$ cat src/rtl/fwd_pkg.sv
// Shared types and constants for the operand-forwarding scoreboard and its per-operand resolver.
// Purely declarative: no logic, no latency, no flow control.
package fwd_pkg;

    localparam int REG_ADDR_W = 5;
    localparam logic [REG_ADDR_W-1:0] REG_ZERO = 5'd0;

    // Result data travels in a parallel XLEN-wide array; the package cannot see XLEN.
    typedef struct packed {
        logic                  valid;
        logic [REG_ADDR_W-1:0] rd;
        logic                  we;
        logic                  is_load;
    } fwd_entry_t;

    function automatic int sel_width(input int depth);
        return $clog2(depth + 1);
    endfunction

endpackage

$ cat src/rtl/fwd_resolve.sv
// Priority match of one source operand against the in-flight result pipeline (youngest stage wins).
// Latency: purely combinational. Backpressure: none; raises hazard when the winning load is not yet loaded.
module fwd_resolve
    import fwd_pkg::*;
#(
    parameter int XLEN       = 32,
    parameter int DEPTH      = 2,
    parameter int LOAD_STAGE = 1,
    parameter int SELW       = sel_width(DEPTH)
) (
    input  fwd_entry_t             entry      [DEPTH],
    input  logic [XLEN-1:0]        entry_data [DEPTH],
    input  logic [REG_ADDR_W-1:0]  src,
    input  logic [XLEN-1:0]        rf_data,
    output logic [XLEN-1:0]        fwd_data,
    output logic [SELW-1:0]        fwd_sel,
    output logic                   hazard
);

    always_comb begin
        fwd_data = rf_data;
        fwd_sel  = '0;
        hazard   = 1'b0;
        if (src == REG_ZERO) begin
            fwd_data = '0;
        end else begin
            // Walk oldest to youngest so the youngest match overwrites the rest.
            for (int k = DEPTH - 1; k >= 0; k--) begin
                if (entry[k].valid && entry[k].we && (entry[k].rd == src)) begin
                    fwd_data = entry_data[k];
                    fwd_sel  = SELW'(k + 1);
                    hazard   = entry[k].is_load && (k < LOAD_STAGE);
                end
            end
        end
    end

endmodule

$ cat src/rtl/fwd_scoreboard.sv
// Execute-stage operand forwarding scoreboard; FWD_STATS_EN adds saturating forward/stall counters.
// Latency: zero-cycle operand resolution from registered state; results tracked for DEPTH post-EX stages.
// Backpressure: stall on load-use, inserting a bubble at stage 0 while older stages keep advancing.
module fwd_scoreboard
    import fwd_pkg::*;
#(
    parameter  int XLEN       = 32,
    parameter  int DEPTH      = 2,
    parameter  int NUM_SRC    = 2,
    parameter  int LOAD_STAGE = 1,
    localparam int SELW       = sel_width(DEPTH)
) (
    input  logic                          clk,
    input  logic                          rst,
    input  logic                          ex_valid,
    input  logic [REG_ADDR_W-1:0]         ex_rd,
    input  logic                          ex_we,
    input  logic                          ex_is_load,
    input  logic [XLEN-1:0]               ex_result,
    input  logic [XLEN-1:0]               ld_data,
    input  logic                          flush,
    input  logic [NUM_SRC*REG_ADDR_W-1:0] src_addr,
    input  logic [NUM_SRC*XLEN-1:0]       rf_data,
    output logic [NUM_SRC*XLEN-1:0]       fwd_data,
    output logic [NUM_SRC*SELW-1:0]       fwd_sel,
    output logic                          stall
`ifdef FWD_STATS_EN
    ,
    output logic [31:0]                   stat_fwd_cnt,
    output logic [31:0]                   stat_stall_cnt
`endif
);

    fwd_entry_t        ent_q  [DEPTH];
    logic [XLEN-1:0]   data_q [DEPTH];
    logic [NUM_SRC-1:0] hazard;

    for (genvar i = 0; i < NUM_SRC; i++) begin : g_src
        fwd_resolve #(
            .XLEN       (XLEN),
            .DEPTH      (DEPTH),
            .LOAD_STAGE (LOAD_STAGE),
            .SELW       (SELW)
        ) u_resolve (
            .entry      (ent_q),
            .entry_data (data_q),
            .src        (src_addr[REG_ADDR_W*i +: REG_ADDR_W]),
            .rf_data    (rf_data[XLEN*i +: XLEN]),
            .fwd_data   (fwd_data[XLEN*i +: XLEN]),
            .fwd_sel    (fwd_sel[SELW*i +: SELW]),
            .hazard     (hazard[i])
        );
    end

    assign stall = |hazard;

    always_ff @(posedge clk or posedge rst) begin
        if (rst) begin
            for (int k = 0; k < DEPTH; k++) begin
                ent_q[k]  <= '0;
                data_q[k] <= '0;
            end
        end else begin
            for (int k = 1; k < DEPTH; k++) begin
                ent_q[k] <= ent_q[k-1];
                if ((k == LOAD_STAGE) && ent_q[k-1].is_load) begin
                    data_q[k] <= ld_data;
                end else begin
                    data_q[k] <= data_q[k-1];
                end
            end
            if (stall) begin
                ent_q[0] <= '0;
            end else begin
                ent_q[0]  <= fwd_entry_t'{valid: ex_valid, rd: ex_rd, we: ex_we, is_load: ex_is_load};
                data_q[0] <= ((LOAD_STAGE == 0) && ex_is_load) ? ld_data : ex_result;
            end
            // Flush wins over both the shift and the new capture.
            if (flush) begin
                for (int k = 0; k < DEPTH; k++) begin
                    ent_q[k].valid <= 1'b0;
                end
            end
        end
    end

`ifdef FWD_STATS_EN
    localparam int INC_W = $clog2(NUM_SRC + 1);

    logic [INC_W-1:0] fwd_inc;

    function automatic logic [31:0] sat_add(input logic [31:0] a, input logic [INC_W-1:0] b);
        logic [32:0] sum;
        sum = {1'b0, a} + 33'(b);
        return sum[32] ? 32'hFFFF_FFFF : sum[31:0];
    endfunction

    always_comb begin
        fwd_inc = '0;
        if (!stall) begin
            for (int i = 0; i < NUM_SRC; i++) begin
                if (fwd_sel[SELW*i +: SELW] != '0) begin
                    fwd_inc = fwd_inc + INC_W'(1);
                end
            end
        end
    end

    always_ff @(posedge clk or posedge rst) begin
        if (rst) begin
            stat_fwd_cnt   <= '0;
            stat_stall_cnt <= '0;
        end else begin
            stat_fwd_cnt   <= sat_add(stat_fwd_cnt, fwd_inc);
            stat_stall_cnt <= sat_add(stat_stall_cnt, INC_W'(stall));
        end
    end
`endif

endmodule
$ cat config.mk
export PLATFORM = sky130hd
export DESIGN_NAME = fwd_scoreboard
export DESIGN_NICKNAME = d
export VERILOG_FILES = /design/src/rtl/fwd_pkg.sv /design/src/rtl/fwd_resolve.sv /design/src/rtl/fwd_scoreboard.sv
export SDC_FILE = /design/constraint.sdc
export NUM_CORES = 1
export LEC_CHECK = 0
export ABC_AREA = 0
export CORE_UTILIZATION = 50
export DETAILED_ROUTE_END_ITERATION = 7
export GPL_TIMING_DRIVEN = 0
export MAX_ROUTING_LAYER = met4
export PLACE_DENSITY_LB_ADDON = 0.3
export REMOVE_ABC_BUFFERS = 1
export SETUP_SLACK_MARGIN = 0.3
export SLEW_MARGIN = 20
export SYNTH_ARGS = -nofsm -noshare
export SYNTH_HDL_FRONTEND = slang
export SYNTH_HIERARCHICAL = 1
export SYNTH_SLANG_ARGS = --single-unit
$ cat constraint.sdc
create_clock -name clk -period 6.75 [get_ports clk]
set_input_delay 1.0125 -clock clk [delete_from_list [all_inputs] [get_ports clk]]
set_output_delay 1.0125 -clock clk [all_outputs]
set_load 0.05 [all_outputs]
== After elaboration in Yosys (flattened, before gate mapping) ==
Cells that the tools add are included.
Word-level totals
  bits of input ports: 149
  flip-flop bits (word level): 79
  output and inout port bits: 69
Operators by class
  equality and inequality tests: 4
  mux-type cells: 20
  reductions and logical operators: 9
Operator list (count)
  $mux W32: 7
  $eq A5 B5 Y1: 4
  $mux W2: 6
  $logic_not A5 Y1: 2
  $mux W8: 1
  $logic_and A1 B1 Y1: 6
  $mux W1: 6
  $reduce_or A2 Y1: 1

== Depth between registers and ports, before layout ==
  depth after elaboration: 7
  depth in mapped cells: 9
  gate-level depth less buffers: 7

== Cells and area by module ==
Netlist, hierarchy kept.
By module, submodules not included
  fwd_resolve: instances 2, area an instance 1656.6 um2, cells an instance 253
  fwd_scoreboard: instances 1, area an instance 2890.3 um2, cells an instance 164

== Worst setup path after synthesis ==
Ideal clock, no wire load.
  path type: input port to output port
  start point: input src_addr[7]
  end point: output stall
  setup slack: 1893 ps
  data arrival time: 3844 ps
  stages on the path: 8
  data required time: 5738 ps
  path buffers: 2
  path through: xnor2_1 > nand4_2 > buf_2 > nor3b_1 > and2_1 > nor2_4 > buf_6 > inv_1
Between the ends
  longest elaborated chain between the ends: 5
  elaborated cells on any way between the ends: 6
  those cells by class: eq/ne (1); mux (2); reduce/logical (3)
Ends and longest elaborated chain
  from (decl): line fwd_scoreboard.sv:22  | input logic [NUM_SRC*REG_ADDR_W-1:0] src_addr,
  $eq A5 B5 Y1: line fwd_resolve.sv:29  | if (entry[k].valid && entry[k].we && (entry[k].rd == src)) begin
  $logic_and A1 B1 Y1: line fwd_resolve.sv:29
  $mux W1: line fwd_resolve.sv:29
  $mux W1 *: line fwd_resolve.sv:24  | if (src == REG_ZERO) begin
  via hazard[1]: line fwd_scoreboard.sv:36  | logic [NUM_SRC-1:0] hazard;
  $reduce_or A2 Y1 *: line fwd_scoreboard.sv:55  | assign stall = |hazard;
  to (decl): line fwd_scoreboard.sv:26  | output logic stall
Mark *: on every way through the listed nets, which the timed path passes. The rest lies on a longest branch.

== Worst setup path after layout ==
  start point: input src_addr[6]
  end point: output stall
The elaborated chain is that of the path after synthesis.

==> out/results.tsv <==
metric	value	unit
share of cells above drive strength 1	12.1	%
die area	12800	um2
Worst Setup SP	src_addr[6]	
type of origin of the critical path	input port	
Layout area overhead	38.6	%
cells after synthesis	669	
Clock Skew	0.00557	ns
flop-to-flop setup slack	3.24	ns
Tot GR Track Use	37.8	%
pwr dens	168	nW/um2
CTS HTree Levels	3	
area of the core	12000	um2
placed cells	970	
Layout Cells excl Fill	987	
Reg clk slew, reported paths	0.06	ns
final hold violations	0	
RD Place Congestion	0.900	
Final Max Slew Viols	0	
row count	40	
DR DRC count	0	
CTS tree	yes	
Max Freq	0.165	GHz
arrival time at the worst endpoint	5.05	ns
first-pass GRT wire length	36.5	mm
vias in the first global route	7021	
Slew headroom	17.9	%
Worst IR Drop VDD	116	uV
hold slack	0.454	ns
CTS Sinks	79	
later-pin clock latency in the skew report	0.34	ns
final worst path period share	89.8	%
reg-to-reg critical path startpoint	ent_q[11]	
Final ANT Viol Nets	0	
Critical Path RT	5.74	ns
Fin Setup TNS	0	ns
first drt pass iteration count	5	
grt ovf	0	
Static Leak	2.98	nW
hold path start	ent_q[13]	
num ports	218	
WS Path Type	input port to output port	
DP HPWL	15.4	mm
CTS Root Buffer Type	clkbuf_16	
CTS buffer count	9	
largest net degree at the start of global routing	52	
Hold Path Class	flop to flop	
die width	113	um
min Tclk post-route	6.06	ns
outcome	complete, no violations	
final setup violating endpoints	0	
Least-Margin Pin Slew	1.23	ns
IO buf count	217	
WL final	23.8	mm
Avg Synthesized Cell Area	9.24	um2
via count	6943	
Initial Util	51.4	%
Setup Fix Bufs, Post-CTS	0	
fin util	71.3	%
cell area after synthesis	6180	um2
DR iter-0 viols	946	
Nets	983	
total power	1.44	mW
WL per Instance	24.1	um
number of cells on the worst reg-to-reg path	7	
vias per inst	7.03	
RSZ-0062 raised after global routing	false	
CP endpoint kind	output port	
initial antenna violation count	1	
WHS Path Cells	0	
CTS max path bufs	2	
yosys warns	6	
Die Height	113	um
Critical Path Fanout Max	27	
MaxCap Viol Count	0	
## cell usage in the layout (no fill, tap or decap), drive strengths merged, types with 3 or more instances in the layout
| cell | count |
|---|---|
| o21ai | 48 |
| and3 | 18 |
| o31ai | 30 |
| o32a | 34 |
| a21oi | 30 |
| buf | 7 |
| or3 | 4 |
| a32oi | 12 |
| nand4 | 4 |
| clkdlybuf4s50 | 217 |
| o31a | 36 |
| xnor2 | 20 |
| and2 | 15 |
| nor4 | 12 |
| nor3 | 20 |
| nand3 | 98 |
| a21boi | 18 |
| nand2 | 18 |
| mux2 | 64 |
| a22oi | 16 |
| xor2 | 6 |
| clkbuf | 14 |
| dfrtp | 79 |
| nor3b | 3 |
## layout make-up
class / instances / area, um2
Timing Repair Buffer: 224 / 2290
Clock inverter: 1 / 5.00
Antenna cell: 2 / 5.00
Multi-Input combinational cell: 518 / 3840
Clock buffer: 14 / 254
Sequential cell: 79 / 1980
Fill cell: 925 / 3450
Inverter: 2 / 10.0
Tap cell: 147 / 184
## report_power, final
part,internal (mW),leakage [nW],total (mW),switching (mW)
logic,0.187,1.93,0.457,0.270
registers,0.504,0.923,0.536,0.0324
clock network,0.257,0.127,0.446,0.188
## critical path: stages
cell and delay [ns]:
clkdlybuf4s50_1 0.70, xnor2_4 0.91, nand2_2 0.70, nor3b_1 0.45, and2_1 0.22, nor2_4 0.12, inv_1 0.10, clkdlybuf4s50_1 0.80
## through the flow
stage,instance area [um2],setup WS (ns)
floorplan,5810,1.62
global placement,8170,0.313
detailed placement,8290,0.453
CTS,8550,0.472
global route,8560,0.631
finish,8560,0.692
## worst paths after layout
| path | to |
|---|---|
| setup / recovery | stall |
| hold / removal | ent_q[5] |
| setup reg to reg | data_q[59] |
| hold reg to reg | ent_q[5] |
| max in group asynchronous | data_q[19] |
| min in group asynchronous | data_q[42] |
## layer usage
metal,vias up,track usage (%),part of all wire [%]
met2,620,59.3,46
met1,3257,45.2,38
met5,-,-,0
met3,119,8.25,12
met4,0,21.1,5.1
li1,2947,-,-
## flip-flops by register name, indices dropped and copies added, names as in the netlist
register / flops
data_q: 64
ent_q: 15
## what timing repair did
item | CTS | global route
hold buffers | 0 | 0
setup endpoints to repair | 0 | 1
gates resized for setup | 0 | 1
(Power assumes the default switching activity.)
